===== src/rtl/div_pkg.sv =====
// rtl/div_pkg.sv - shared FSM state, Booth digit types and default width for the divider check
package div_pkg;

  localparam int DIV_W = 64;

  typedef enum logic [1:0] {
    IDLE,
    CALC,
    DONE
  } state_t;

  typedef enum logic [2:0] {
    ZERO,
    P1,
    P2,
    M1,
    M2
  } booth_digit_t;

  // Radix-4 Booth recoding of one overlapping multiplier triplet {q[i+1], q[i], q[i-1]}
  function automatic booth_digit_t booth_decode(input logic [2:0] bits);
    booth_digit_t d;
    case (bits)
      3'b001, 3'b010: d = P1;
      3'b011:         d = P2;
      3'b100:         d = M2;
      3'b101, 3'b110: d = M1;
      default:        d = ZERO;
    endcase
    return d;
  endfunction

endpackage


===== src/rtl/booth_r4_enc.sv =====
// rtl/booth_r4_enc.sv - Booth radix-4 recoder and partial-product mux
import div_pkg::*;

module booth_r4_enc #(
  parameter int WIDTH = DIV_W
) (
  input  logic [2:0]       bits,
  input  logic [WIDTH-1:0] mcand,
  output logic [WIDTH-1:0] addend
);

  localparam logic [WIDTH-1:0] ONE = {{(WIDTH-1){1'b0}}, 1'b1};

  booth_digit_t digit;

  always_comb begin
    digit  = booth_decode(bits);
    addend = '0;
    case (digit)
      P1:      addend = mcand;
      P2:      addend = mcand << 1;
      M1:      addend = ~mcand + ONE;
      M2:      addend = ~(mcand << 1) + ONE;
      default: addend = '0;
    endcase
  end

endmodule


===== src/rtl/div_check_r4.sv =====
// rtl/div_check_r4.sv - recomposes quo*dvs+rem with a sequential Booth radix-4 MAC and compares to dvd
import div_pkg::*;

module div_check_r4 #(
  parameter int WIDTH = DIV_W
) (
  input  logic             clk,
  input  logic             rst,
  input  logic             vld_i,
  input  logic [WIDTH-1:0] quo_i,
  input  logic [WIDTH-1:0] dvs_i,
  input  logic [WIDTH-1:0] rem_i,
  input  logic [WIDTH-1:0] dvd_i,
  output logic             ready_o,
  output logic             done_o,
  output logic [WIDTH-1:0] prod_o,
  output logic             match_o
);

  localparam int ITERS = WIDTH / 2;
  localparam int CW    = $clog2(ITERS + 1);
  localparam logic [CW-1:0] LAST = CW'(ITERS - 1);

  state_t           state, state_next;
  logic [WIDTH:0]   q_reg;
  logic [WIDTH-1:0] mcand;
  logic [WIDTH-1:0] acc;
  logic [WIDTH-1:0] exp_val;
  logic [CW-1:0]    cnt;
  logic [WIDTH-1:0] addend;
  logic [WIDTH-1:0] acc_next;
  logic             last_iter;

  booth_r4_enc #(.WIDTH(WIDTH)) u_enc (
    .bits   (q_reg[2:0]),
    .mcand  (mcand),
    .addend (addend)
  );

  assign acc_next  = acc + addend;
  assign last_iter = (cnt == LAST);

  always_comb begin
    state_next = state;
    case (state)
      IDLE:    if (vld_i) state_next = CALC;
      CALC:    if (last_iter) state_next = DONE;
      DONE:    state_next = IDLE;
      default: state_next = IDLE;
    endcase
  end

  assign ready_o = (state == IDLE);
  assign done_o  = (state == DONE);

  always_ff @(posedge clk) begin
    if (rst) begin
      state   <= IDLE;
      q_reg   <= '0;
      mcand   <= '0;
      acc     <= '0;
      exp_val <= '0;
      cnt     <= '0;
      prod_o  <= '0;
      match_o <= 1'b0;
    end else begin
      state <= state_next;
      case (state)
        IDLE: begin
          if (vld_i) begin
            q_reg   <= {quo_i, 1'b0};
            mcand   <= dvs_i;
            acc     <= rem_i;
            exp_val <= dvd_i;
            cnt     <= '0;
          end
        end
        CALC: begin
          acc   <= acc_next;
          mcand <= mcand << 2;
          q_reg <= {{2{q_reg[WIDTH]}}, q_reg[WIDTH:2]};
          cnt   <= cnt + CW'(1);
          // Result is latched on the final iteration so it is already valid while done_o is high
          if (last_iter) begin
            prod_o  <= acc_next;
            match_o <= (acc_next == exp_val);
          end
        end
        default: ;
      endcase
    end
  end

endmodule

===== config.mk =====
export PLATFORM = sky130hd
export DESIGN_NAME = div_check_r4
export DESIGN_NICKNAME = d
export VERILOG_FILES = /design/src/rtl/div_pkg.sv /design/src/rtl/booth_r4_enc.sv /design/src/rtl/div_check_r4.sv
export SDC_FILE = /design/constraint.sdc
export NUM_CORES = 1
export LEC_CHECK = 0
export BUFFER_PORTS_ARGS = -buffer_cell sky130_fd_sc_hd__buf_2
export CAP_MARGIN = 20
export CELL_PAD_IN_SITES_DETAIL_PLACEMENT = 0
export CELL_PAD_IN_SITES_GLOBAL_PLACEMENT = 1
export CORE_MARGIN = 2
export CORE_UTILIZATION = 38
export CTS_CLUSTER_DIAMETER = 50
export DETAILED_ROUTE_END_ITERATION = 10
export PLACE_DENSITY = 0.9
export SYNTH_ARGS = -nofsm -noshare
export SYNTH_HDL_FRONTEND = slang
export SYNTH_SLANG_ARGS = --single-unit

===== constraint.sdc =====
create_clock -name clk -period 5.8 [get_ports clk]
set_input_delay 0.58 -clock clk [delete_from_list [all_inputs] [get_ports clk]]
set_output_delay 0.58 -clock clk [all_outputs]
set_load 0.005 [all_outputs]

==> key figures <==
Run
  • Max_cap viols: 0

Timing
  • Worst Skew: 27.6 ps
  • Slew @ Worst Pin: 1090 ps
  • Final setup fails: 1
  • Final count of pins violating max slew: 0
  • Max-Slew Margin vs Limit: 0.274
  • Min Hold Slack: 219 ps
  • Tmin final: 5980 ps
  • Final worst slack: -182 ps
  • Final hold vios: 0
  • Unrepaired setup endpoints after global routing: true
  • Setup TNS Final: -182 ps
  • Final period util: 1.03
  • Fmax: 167 MHz

Worst setup path
  • Worst setup SP type: flop
  • Critical path fanouts, max: 6
  • Critical Path RT: 6320 ps
  • R2R Setup Slk: -180 ps
  • R2R cell count: 27
  • WP data arrival: 6500 ps
  • Worst setup EP type: flop
  • Crit Path Class: reg -> reg
  • R2R Path End: match_o
  • Crit path from: mcand[21]
  • Start of the worst register-to-register path: mcand[21]

Hold path
  • Worst min path class: in -> reg
  • Hold Path End: exp_val[0]
  • Hold Path Cell Cnt: 3
  • Hold path startpoint: dvd_i[0]

Cells and area
  • Nets: 4110
  • Area delta synth->final: 39.0%
  • Fillers: 5678
  • Share of layout cells above drive strength 1: 0.303
  • Commonest non-fill, non-tap cell in the layout: buf_4
  • Most frequent cells in the layout: buf_4 (546), nand2_1 (512), nor2_1 (459)
  • Number of flip-flops in the largest register: 65
  • Final core utilization: 0.533

Routing
  • Final ANT Viol Nets: 0
  • Drt first-iter violations: 2043
  • Via count: 25.5k
  • WL final: 92.8 mm
  • DRC: 0
  • Routed len/inst: 20.2 um
  • Via density: 5.57
  • Pre-antenna DRT Iters: 6

Placed design
  • RD Place Congestion: 1.02
  • Dpl hpwl: 71.6 mm
  • I/O Buffers: 325

Floorplan
  • Ports: 326
  • Die Ht: 245 um
  • Die area: 59900 sq um
  • Core area: 57500 sq um
  • Initial Util: 0.383
  • Die width: 245 um
  • Row count: 88

Yosys
  • Top cell type by total area after synthesis: dfxtp_1
  • Mapped Cells: 3120
  • Post-synth top area share: 0.300
  • Number of synthesized flops with an enable pin: 0
  • Top_reg_cell synth: dfxtp_1
  • Synth Register Bits: 330
  • Async SR Flop Fraction: 0
  • Synth Net Count: 3445
  • Ranking of synthesized cells by area: dfxtp_1 (30%), nand2_1 (8.9%), nor2_1 (8.0%)
  • Yosys cell types: 84
  • Mapped cell area: 22000 sq um
  • Mean Syn Cell Area: 7.06 sq um
  • Synth Warn #: 0
  • Seq/Total Area, Yosys: 0.300

Status
  • Failing checks: setup timing
  • Status: complete, but fails checks

Global route
  • Grt total ovfl: 0
  • Gr usage total: 0.297
  • Met2 GRT Util: 0.481
  • Vias in the first global route: 23.8k
  • M3 GR Usage: 0.0344
  • Initial antenna violation count: 1
  • First-pass GRT wire length: 139 mm
  • Pin count of the biggest net entering global routing: 100
  • Top Usage Layer GRT: met2
  • Met1 GRT Util: 0.411

Clock network
  • CTS tree: built
  • H-tree levels: 2
  • Bufs on Longest Clock Path: 3
  • Clk slew on worst S/H paths: 60 ps
  • Root buffer cell: clkbuf_16
  • Later-pin clock latency in the skew report: 610 ps
  • CTS sink cnt: 330
  • TritonCTS buffer count: 45

Power and ir drop
  • Peak supply drop: 0.226 mV
  • Pleak: 13.1 nW
  • Overall power: 9.04 mW
  • P per Cell Area: 295 nW/um^2
[repair_timing]
action | 4_1_cts | 5_1_grt
endpoints found under the setup margin | 34 | 56
setup buffers | 16 | 12
hold buffers | 0 | 0
gates resized for setup | 100 | 122
pin swaps | 35 | 72
gates cloned | 0 | 0
[kinds of logic (layout without fill, tap and decap cells)]
group | Yosys count | after routing | share of synthesized area
AND/OR/NAND/NOR | 1400 | 1400 | 0.288
AO/OA/AOI/OAI | 821 | 821 | 0.229
flip-flops | 330 | 330 | 0.300
buffers and inverters | 303 | 1002 | 0.0527
XOR/XNOR | 191 | 191 | 0.0885
adder cells (fa/ha/maj) | 66 | 66 | 0.0378
multiplexers | 9 | 9 | 0.00432
other | 0 | 1 | 0
[synth_stat cells (7+ instances only)]
| cell type | instances |
|---|---|
| a221o_1 | 14 |
| and3_1 | 7 |
| a211oi_1 | 12 |
| and2_1 | 7 |
| dfxtp_1 | 330 |
| nor3_1 | 45 |
| or4_1 | 15 |
| nor2_1 | 468 |
| nand2b_1 | 20 |
| or3_1 | 46 |
| inv_1 | 33 |
| o21a_1 | 18 |
| a21oi_1 | 341 |
| clkbuf_1 | 232 |
| o21ai_0 | 166 |
| nand3b_1 | 9 |
| and4_1 | 8 |
| nor2b_1 | 14 |
| a221oi_1 | 12 |
| nand2_1 | 520 |
| a22oi_1 | 124 |
| a2111oi_0 | 12 |
| o211ai_1 | 14 |
| buf_1 | 23 |
| xnor3_1 | 18 |
| a21o_1 | 15 |
| xnor2_1 | 97 |
| or2_2 | 11 |
| nand3_1 | 29 |
| o221ai_1 | 7 |
| ha_1 | 65 |
| nand4_1 | 50 |
| buf_2 | 14 |
| xor2_1 | 74 |
| nor4_1 | 121 |
| o21bai_1 | 8 |
[critical path, stage by stage, from the launching register on]
cell and delay, ps:
dfxtp_1 310, or4_4 560, nor3_4 160, buf_4 150, nand3_4 110, or3_1 330, or3_1 350, nor3_2 110
buf_4 140, nand2_1 90, a22oi_1 180, nor2_1 50, a221o_1 400, ha_4 280, buf_4 140, a21oi_1 150
nor2_1 80, a211o_1 370, nand3b_1 310, buf_4 220, buf_4 150, nor3b_1 170, nor4_2 210, nand4b_1 190
nor4_2 290, buf_4 160, nand4_1 90, o21ai_1 160
[stage by stage]
step           instance area [sq um]  cells  setup WS (ps)
6_report                       30600   4585           -182
5_1_grt                        30600   4585           -443
4_1_cts                        29900   4572           -279
3_5_place_dp                   27700   4475           -792
3_3_place_gp                   27700   4475           -850
2_1_floorplan                  22000   3120           4.50
[report_power, final]
part	switching [mW]	internal, mW	total [mW]
Combinational	1.97	1.57	3.54
Clock	1.19	1.74	2.92
Sequential	0.148	2.43	2.58
Total	3.30	5.74	9.04
[worst max-delay path by stage]
stage              end  cells past startpoint  slack [ps]
6_report       match_o                     27        -180
3_3_place_gp   match_o                     29        -850
3_5_place_dp   match_o                     24        -790
5_1_grt        match_o                     26        -440
2_1_floorplan  match_o                     25           5
4_1_cts        match_o                     28        -280
[routing by layer]
metal / part of all wire / up-vias
li1: - / 12400
met1: 0.46 / 12200
met2: 0.45 / 857
met3: 0.058 / 135
met4: 0.032 / 0
met5: 0 / -
[area by class of cell]
cell class | count | area (sq um) | share of cell area
diodes | 1 | 2.50 | 0.0000817
clock buffers | 54 | 1230 | 0.0402
clock inverters | 27 | 358 | 0.0117
inverters | 33 | 124 | 0.00405
multi-input cells | 2487 | 15300 | 0.501
flip-flops and latches | 330 | 6610 | 0.216
well taps | 765 | 957 | 0.0313
repair buffers | 888 | 5990 | 0.196
No activity file was read; power rests on OpenSTA's default activity.
